## src/rtl/debounce_bank_pkg.sv

```systemverilog
// Shared constants and width helpers for the debounce bank.
// Timing defaults assume a 100 MHz system clock.
package debounce_bank_pkg;

  localparam int unsigned DEBOUNCE_10MS = 1_000_000;
  localparam int unsigned REPEAT_500MS  = 50_000_000;
  localparam int unsigned REPEAT_100MS  = 10_000_000;

  // Bits needed to hold any value in 0..max_val (same as $clog2(max_val+1), minimum 1).
  function automatic int unsigned width_for(input int unsigned max_val);
    int unsigned w;
    w = 1;
    while ((64'd1 << w) <= 64'(max_val)) w++;
    return w;
  endfunction

  function automatic int unsigned max_u(input int unsigned a, input int unsigned b);
    return (a > b) ? a : b;
  endfunction

endpackage

```

## src/rtl/debounce_channel.sv

```systemverilog
// One debounced switch: synchroniser, stability counter, edge pulses and
// auto-repeat press train for a held button.
module debounce_channel
  import debounce_bank_pkg::*;
#(
  parameter int unsigned NSYNC         = 2,
  parameter int unsigned DELAY         = DEBOUNCE_10MS,
  parameter int unsigned REPEAT_DELAY  = REPEAT_500MS,
  parameter int unsigned REPEAT_PERIOD = REPEAT_100MS,
  parameter bit          CLEAN_INIT    = 1'b0
) (
  input  logic clock,
  input  logic reset,
  input  logic noisy,
  input  logic repeat_en,
  output logic clean,
  output logic rise,
  output logic fall,
  output logic press
);

  localparam int unsigned CW = width_for(DELAY);
  localparam int unsigned RW = width_for(max_u(REPEAT_DELAY, REPEAT_PERIOD));

  localparam logic [CW-1:0] CNT_LAST   = CW'(DELAY - 1);
  localparam logic [RW-1:0] FIRST_LAST = RW'(REPEAT_DELAY - 1);
  localparam logic [RW-1:0] NEXT_LAST  = RW'(REPEAT_PERIOD - 1);

  logic [NSYNC-1:0] r_sync;
  logic [CW-1:0]    r_cnt;
  logic [RW-1:0]    r_rc;
  logic             r_first_done;
  logic             r_clean;
  logic             r_rise;
  logic             r_fall;
  logic             r_press;

  logic w_s;
  logic w_expire;
  logic w_rise;
  logic w_fall;
  logic w_rep_hold;
  logic w_rep;

  // NOTE: every signal is assigned unconditionally here, so no latch is inferred.
  always_comb begin
    w_s        = r_sync[NSYNC-1];
    w_expire   = (w_s != r_clean) && (r_cnt == CNT_LAST);
    w_rise     = w_expire && w_s;
    w_fall     = w_expire && !w_s;
    // A flip this edge (fall, since rise needs clean==0) kills any repeat pulse.
    w_rep_hold = r_clean && repeat_en && !w_expire;
    w_rep      = w_rep_hold && (r_rc == (r_first_done ? NEXT_LAST : FIRST_LAST));
  end

  // NOTE: non-blocking assignments keep every register sampling pre-edge values.
  always_ff @(posedge clock or posedge reset) begin
    if (reset) begin
      r_sync       <= {NSYNC{CLEAN_INIT}};
      r_cnt        <= '0;
      r_rc         <= '0;
      r_first_done <= 1'b0;
      r_clean      <= CLEAN_INIT;
      r_rise       <= 1'b0;
      r_fall       <= 1'b0;
      r_press      <= 1'b0;
    end else begin
      r_sync <= {r_sync[NSYNC-2:0], noisy};

      if (w_s == r_clean) begin
        r_cnt <= '0;
      end else if (w_expire) begin
        r_clean <= w_s;
        r_cnt   <= '0;
      end else begin
        r_cnt <= r_cnt + 1'b1;
      end

      if (!w_rep_hold) begin
        r_rc         <= '0;
        r_first_done <= 1'b0;
      end else if (w_rep) begin
        r_rc         <= '0;
        r_first_done <= 1'b1;
      end else begin
        r_rc <= r_rc + 1'b1;
      end

      r_rise  <= w_rise;
      r_fall  <= w_fall;
      r_press <= w_rise | w_rep;
    end
  end

  assign clean = r_clean;
  assign rise  = r_rise;
  assign fall  = r_fall;
  assign press = r_press;

endmodule

```

## src/rtl/debounce_bank.sv

```systemverilog
// Bank of N independent debounced switch channels sharing one clock and reset.
module debounce_bank
  import debounce_bank_pkg::*;
#(
  parameter int unsigned N             = 5,
  parameter int unsigned DELAY         = DEBOUNCE_10MS,
  parameter int unsigned NSYNC         = 2,
  parameter int unsigned REPEAT_DELAY  = REPEAT_500MS,
  parameter int unsigned REPEAT_PERIOD = REPEAT_100MS,
  parameter bit          CLEAN_INIT    = 1'b0
) (
  input  logic         clock,
  input  logic         reset,
  input  logic [N-1:0] noisy,
  input  logic [N-1:0] repeat_en,
  output logic [N-1:0] clean,
  output logic [N-1:0] rise,
  output logic [N-1:0] fall,
  output logic [N-1:0] press
);

  for (genvar i = 0; i < N; i++) begin : g_ch
    debounce_channel #(
      .NSYNC        (NSYNC),
      .DELAY        (DELAY),
      .REPEAT_DELAY (REPEAT_DELAY),
      .REPEAT_PERIOD(REPEAT_PERIOD),
      .CLEAN_INIT   (CLEAN_INIT)
    ) u_ch (
      .clock    (clock),
      .reset    (reset),
      .noisy    (noisy[i]),
      .repeat_en(repeat_en[i]),
      .clean    (clean[i]),
      .rise     (rise[i]),
      .fall     (fall[i]),
      .press    (press[i])
    );
  end

endmodule

```

## config.mk

```make
export PLATFORM = sky130hd
export DESIGN_NAME = debounce_bank
export DESIGN_NICKNAME = d
export VERILOG_FILES = /design/src/rtl/debounce_bank_pkg.sv /design/src/rtl/debounce_channel.sv /design/src/rtl/debounce_bank.sv
export SDC_FILE = /design/constraint.sdc
export NUM_CORES = 1
export LEC_CHECK = 0
export BUFFER_PORTS_ARGS = -buffer_cell sky130_fd_sc_hd__buf_2
export CAP_MARGIN = 10
export CORE_UTILIZATION = 45
export CTS_BUF_LIST = sky130_fd_sc_hd__clkbuf_2
export DETAILED_ROUTE_END_ITERATION = 8
export PLACE_DENSITY = 0.66
export SLEW_MARGIN = 20
export SYNTH_ARGS = -nofsm -noshare
export SYNTH_HDL_FRONTEND = slang
export SYNTH_SLANG_ARGS = --single-unit
export TNS_END_PERCENT = 50
```

## constraint.sdc

```tcl
create_clock -name clock -period 8.6 [get_ports clock]
set_clock_uncertainty 0.15 [all_clocks]
set_input_delay 0.43 -clock clock [delete_from_list [all_inputs] [get_ports clock]]
set_output_delay 0.43 -clock clock [all_outputs]
set_load 0.02 [all_outputs]
```

* After elaboration in Yosys (flattened, before gate mapping)
Index checks and enable logic that the tools add are counted.
Word-level totals: flip-flop bits (word level) 265, input port bits 12, output and inout port bits 20, logic and storage cells 165
Cells by class: $add $sub $neg 10, equal/unequal tests 25, multiplexer cells 35, bitwise operators 10, reductions and logical operators 45
Operator list (count):
- 26-bit two-way mux | 15
- 20-bit two-way mux | 10
- 26-bit by 1-bit adder with 26-bit output (second input constant) | 5
- 26-bit equality test | 5
- 20-bit by 1-bit adder with 20-bit output (second input constant) | 5
- 20-bit equality test (second input constant) | 5
- 1-bit logical AND | 30
- 1-bit logical NOT | 10
- 1-bit two-way mux | 10
- 2-bit != test (second input constant) | 5
- 2-bit AND reduction | 5
- 1-bit equality test | 5
- 1-bit != test | 5
- 1-bit NOT | 5
- 1-bit bitwise OR | 5

* Logic depth before layout (Yosys ltp)
word-level depth 7, gate-level depth with buffers 7, mapped depth without buffers 5

* Modules after synthesis
A second synthesis with hierarchy kept.
Second synthesis, totals: cells, all modules 1375, area, all modules 13573.0 sq um
By module, submodules not included:
- debounce_channel at g_ch[0].u_ch ... | times used 4, cells an instance 274, area an instance 2720.1 sq um, seq. area each 1326.3 sq um
- debounce_channel at g_ch[1].u_ch | times used 1, cells an instance 279, area an instance 2692.6 sq um, seq. area each 1326.3 sq um

* Worst setup path before layout
OpenSTA, ideal clock, no wires.
kind register to register, from register g_ch[2].u_ch.r_cnt[11], to register g_ch[2].u_ch.r_rc[1], setup time 0.144 ns, arrival time 1.995 ns, data required time 8.306 ns, slack 6.311 ns, stages on the path, launching flop included 7, buffers on the path 2, period minus slack after synthesis 2.289 ns, cell sequence dfrtp_1 -> or4b_1 -> or4_1 -> buf_2 -> o211ai_4 -> buf_4 -> nor3b_1
Between the ends: word-level cells in the longest chain between the ends 7
Ends and longest elaborated chain:
- start: declaration | RTL line debounce_channel.sv:30 | logic [CW-1:0] r_cnt;
- start signal: assignment | RTL line debounce_channel.sv:76 | r_cnt <= r_cnt + 1'b1;
- 20-bit equality test * | RTL line debounce_channel.sv:48 | w_expire = (w_s != r_clean) && (r_cnt == CNT_LAST);
- 1-bit logical AND * | RTL line debounce_channel.sv:48
- 1-bit logical NOT * | RTL line debounce_channel.sv:52 | w_rep_hold = r_clean && repeat_en && !w_expire;
- 1-bit logical AND * | RTL line debounce_channel.sv:52
- 1-bit logical AND | RTL line debounce_channel.sv:53 | w_rep = w_rep_hold && (r_rc == (r_first_done ? NEXT_LAST : FIRST_LAST));
- 26-bit two-way mux | RTL line debounce_channel.sv:82 | end else if (w_rep) begin
- 26-bit two-way mux * | RTL line debounce_channel.sv:79 | if (!w_rep_hold) begin
- end signal: assignment | RTL line debounce_channel.sv:86 | r_rc <= r_rc + 1'b1;
- end: declaration | RTL line debounce_channel.sv:31 | logic [RW-1:0] r_rc;
Mark *: on every way between the ends. The rest lies on a longest branch, timed or not. A chain may end at the register's enable or synchronous reset.

* Final worst setup path
from register g_ch[0].u_ch.r_cnt[13], to register g_ch[0].u_ch.r_cnt[15]
Between the ends: word-level cells in the longest chain between the ends 4, elaborated cells on any way between the ends 5, those cells by class add/sub (1); eq/ne (1); mux (2); reduce/logical (1)
Ends and longest elaborated chain:
- start: declaration | RTL line debounce_channel.sv:30
- start signal: assignment | RTL line debounce_channel.sv:76
- branches (longest 2 deep; another with 20-bit by 1-bit adder with 20-bit output)
- 20-bit two-way mux * | RTL line debounce_channel.sv:72 | end else if (w_expire) begin
- 20-bit two-way mux * | RTL line debounce_channel.sv:70 | if (w_s == r_clean) begin
Mark *: on every way between the ends.

==> reports/metrics.yaml <==
synth_top_family_by_area: "simple AND/OR/NAND/NOR gates"
ys_seq_area_share_pct: 49.0
synthCells: 1371
regArea_um2: 6630
ys_ff_latch: 265
root_buffer: "clkbuf_2"
p_per_area_nw_per_um2: 149
ioPinCount: 32
synth_top_cell_area_share_pct: 49.0
antenna_found_initial: 1
fin_crit_sh_pct: 32.4
synth-simple-area-share_pct: 26.4
avgSynthCellArea_um2: 9.88
vias: 10600
critPathArrivalTime_ps: 3320
crit_fanout: 11
ys_warn_count: 0
status: "completed"
clk_pin_slew_ps: 90
grtUsageTotal_pct: 18.3
core-area_um2: 29600
cts_made_buffers: 72
crit_buf_inv: 1
drt_iter0_markers: 564
synthMuxAreaShare_pct: 0.490
hold_viol_final: 0
slew_headroom_pct: 29.1
cp_slowest_cell: "o21ai_1"
dp_hpwl_mm: 16.8
ir_worst_vdd_mv: 0.0811
syn_area_um2: 13500
cpLargestDelayFamily: "simple AND/OR/NAND/NOR gates"
rsz0062_at_grt: "no"
yosysTopAreaCell: "dfrtp_1"
clock-sinks: 265
cp_slowest_stage_delay_ps: 620
synth_compound_area_share_pct: 10.8
grt_pass1_wl_mm: 47.8
grt-ovfl-total: 0
portBuffers: 31
crit_path_end_kind: "flop"
vias_per_cell: 5.69
maxCapViolCount: 0
nNetsFinal: 1443
drcViolationCount: 0
dp_slack_ps: 5810
multi_input_area_um2: 6360
ant_nets: 0
start_util_pct: 45.7
grt_pass1_vias: 10200
worst_hold_path_type: "in -> async"
layout_setup_ws_ps: 5820
synth.net_count: 1393
htreeDepth: 3
synth_edf_count: 0
nFillCells: 2845
cts_buffer_depth: 3
first_pass_iters: 4
total_power_mw: 2.19
final.min_clock_period_ps: 2780
die_w_um: 176
tritoncts: "done"
wl_per_cell_um: 14.5
slew_viol_final: 0
tightest_slew_ps: 1060
synth_fa_ha_area_share_pct: 0.924
die-area_um2: 30800
drive_gt1_share_pct: 12.2
area.growth.synth_to_final_pct: 8.29
worstPathRequired_ps: 9140
setup_tns_ps: 0
route.final.wire_length_mm: 27.1
rows: 63
gp_congestion: 0.781
clk_latency_ps: 850
finalSetupViolations: 0
grt_max_degree: 173
p_leak_nw: 5.71
die_h_um: 176
crit_path_start_kind: "flop"
synth_cell_type_count: 57
yosys-top-cells-area: "dfrtp_1, xnor2_1, nor3_1, xor2_1, a211oi_1"
fmax_mhz: 359
synth_ff_type: "dfrtp_1"
crit_chain: "or4b_1, or4_1, o21ai_1, buf_4, a21oi_1"
synth-xor-area-share_pct: 8.15
synthArstFlopShare_pct: 100
crit_type: "reg -> reg"
worst paths after layout:
path	startpoint	endpoint	slack, ps	cells after the start
min in group clock	noisy[4]	g_ch[4].u_ch.r_sync[0]$_DFF_PP0_	120	2
hold / removal	reset	g_ch[3].u_ch.r_sync[0]$_DFF_PP0_	60	3
max in group asynchronous	reset	g_ch[4].u_ch.r_cnt[2]$_DFF_PP0_	6850	4
setup reg to reg	g_ch[0].u_ch.r_cnt[13]$_DFF_PP0_	g_ch[0].u_ch.r_cnt[15]$_DFF_PP0_	5820	5
hold reg to reg	g_ch[1].u_ch.r_sync[0]$_DFF_PP0_	g_ch[1].u_ch.r_sync[1]$_DFF_PP0_	210	0
setup / recovery	g_ch[0].u_ch.r_cnt[13]$_DFF_PP0_	g_ch[0].u_ch.r_cnt[15]$_DFF_PP0_	5820	5
cell usage in the layout, fill, tap and decap left out, types with 35 or more instances in the layout:
cell type,netlist,routed
a211oi_1,55,55
clkbuf_2,0,97
nand4_1,56,56
nand2_1,78,78
dfrtp_1,265,265
o21ai_0,58,56
or4_1,45,45
nor3_1,94,94
a21oi_1,35,35
xnor2_1,75,75
or3_1,58,58
nand3_1,81,81
nor2_1,93,93
xor2_1,51,51
inv_1,37,36
registers in the layout (all words and copies together), names as in the netlist:
name / flops
g_ch.u_ch.r_first_done: 5
g_ch.u_ch.rise: 5
g_ch.u_ch.r_rc: 130
g_ch.u_ch.fall: 5
g_ch.u_ch.press: 5
g_ch.u_ch.clean: 5
g_ch.u_ch.r_sync: 10
g_ch.u_ch.r_cnt: 100
Yosys cell counts, drive strengths merged, types with 4 or more instances:
library cell	count
xnor2	75
or4b	11
or3	58
buf	49
a21oi	35
dfrtp	265
o31ai	33
nand3	82
nand3b	6
xor2	51
a211oi	55
nor3	94
inv	37
clkbuf	32
and4	21
and2	12
nor4bb	6
o21ai	60
or4	48
a22o	4
nand4	58
nor3b	5
ha	10
and3	22
nand2	78
nor4	27
o21a	4
mux2	5
o211ai	4
nor2	93
kinds of logic (layout without fill, tap and decap cells):
family,Yosys count,in the layout
adders and majority gates,10,10
AOI/OAI and AO/OA,210,210
muxes,6,6
buffers and inverters,118,220
DFF,265,265
xor gates and xnor gates,126,126
and+or+nand+nor,636,636
other,0,2
worst register-to-register path, delay by kind of cell, from the launching register on:
| family | cells | cell delay (ps) |
|---|---|---|
| flops | 1 | 420 |
| simple gates | 2 | 1110 |
| compound gates | 2 | 690 |
| buf+inv | 1 | 300 |
what timing repair did:
action,4_1_cts,5_1_grt
endpoints found under the hold margin,180,0
hold buffers,15,0
gates resized for setup,0,0
setup endpoints to repair,0,0
setup buffers,0,0
routing by layer:
layer	up-vias	GRT usage (%)	part of all wire (%)
met5	-	0	0
met4	0	7.03	2.3
met3	61	3.72	3.7
met2	154	29.5	47
met1	5188	24.3	47
li1	5209	-	-
power by group:
part | internal, mW | switching, mW
Clock | 0.340 | 0.534
Sequential | 1.25 | 0.00746
Combinational | 0.0155 | 0.0398
Total | 1.61 | 0.581
area by class of cell:
class | instances | area share, %
well taps | 390 | 3.33
flip-flops and latches | 265 | 45.2
inverters | 37 | 0.998
clock inverters | 29 | 1.02
diodes | 2 | 0.0341
repair buffers | 57 | 2.78
clock buffers | 97 | 3.31
multi-input cells | 988 | 43.3
stage by stage:
step	instances	utilization, %	hold WS, ps	instance area [um^2]
CTS	1862	49.4	11.0	14600
global route	1865	49.5	32.8	14700
detailed placement	1721	46.7	186	13900
floorplan	1371	-	181	13500
finish	1865	49.5	60.4	14700
global placement	1721	46.7	182	13900
Note: power is estimated with default switching activity, not from simulation.
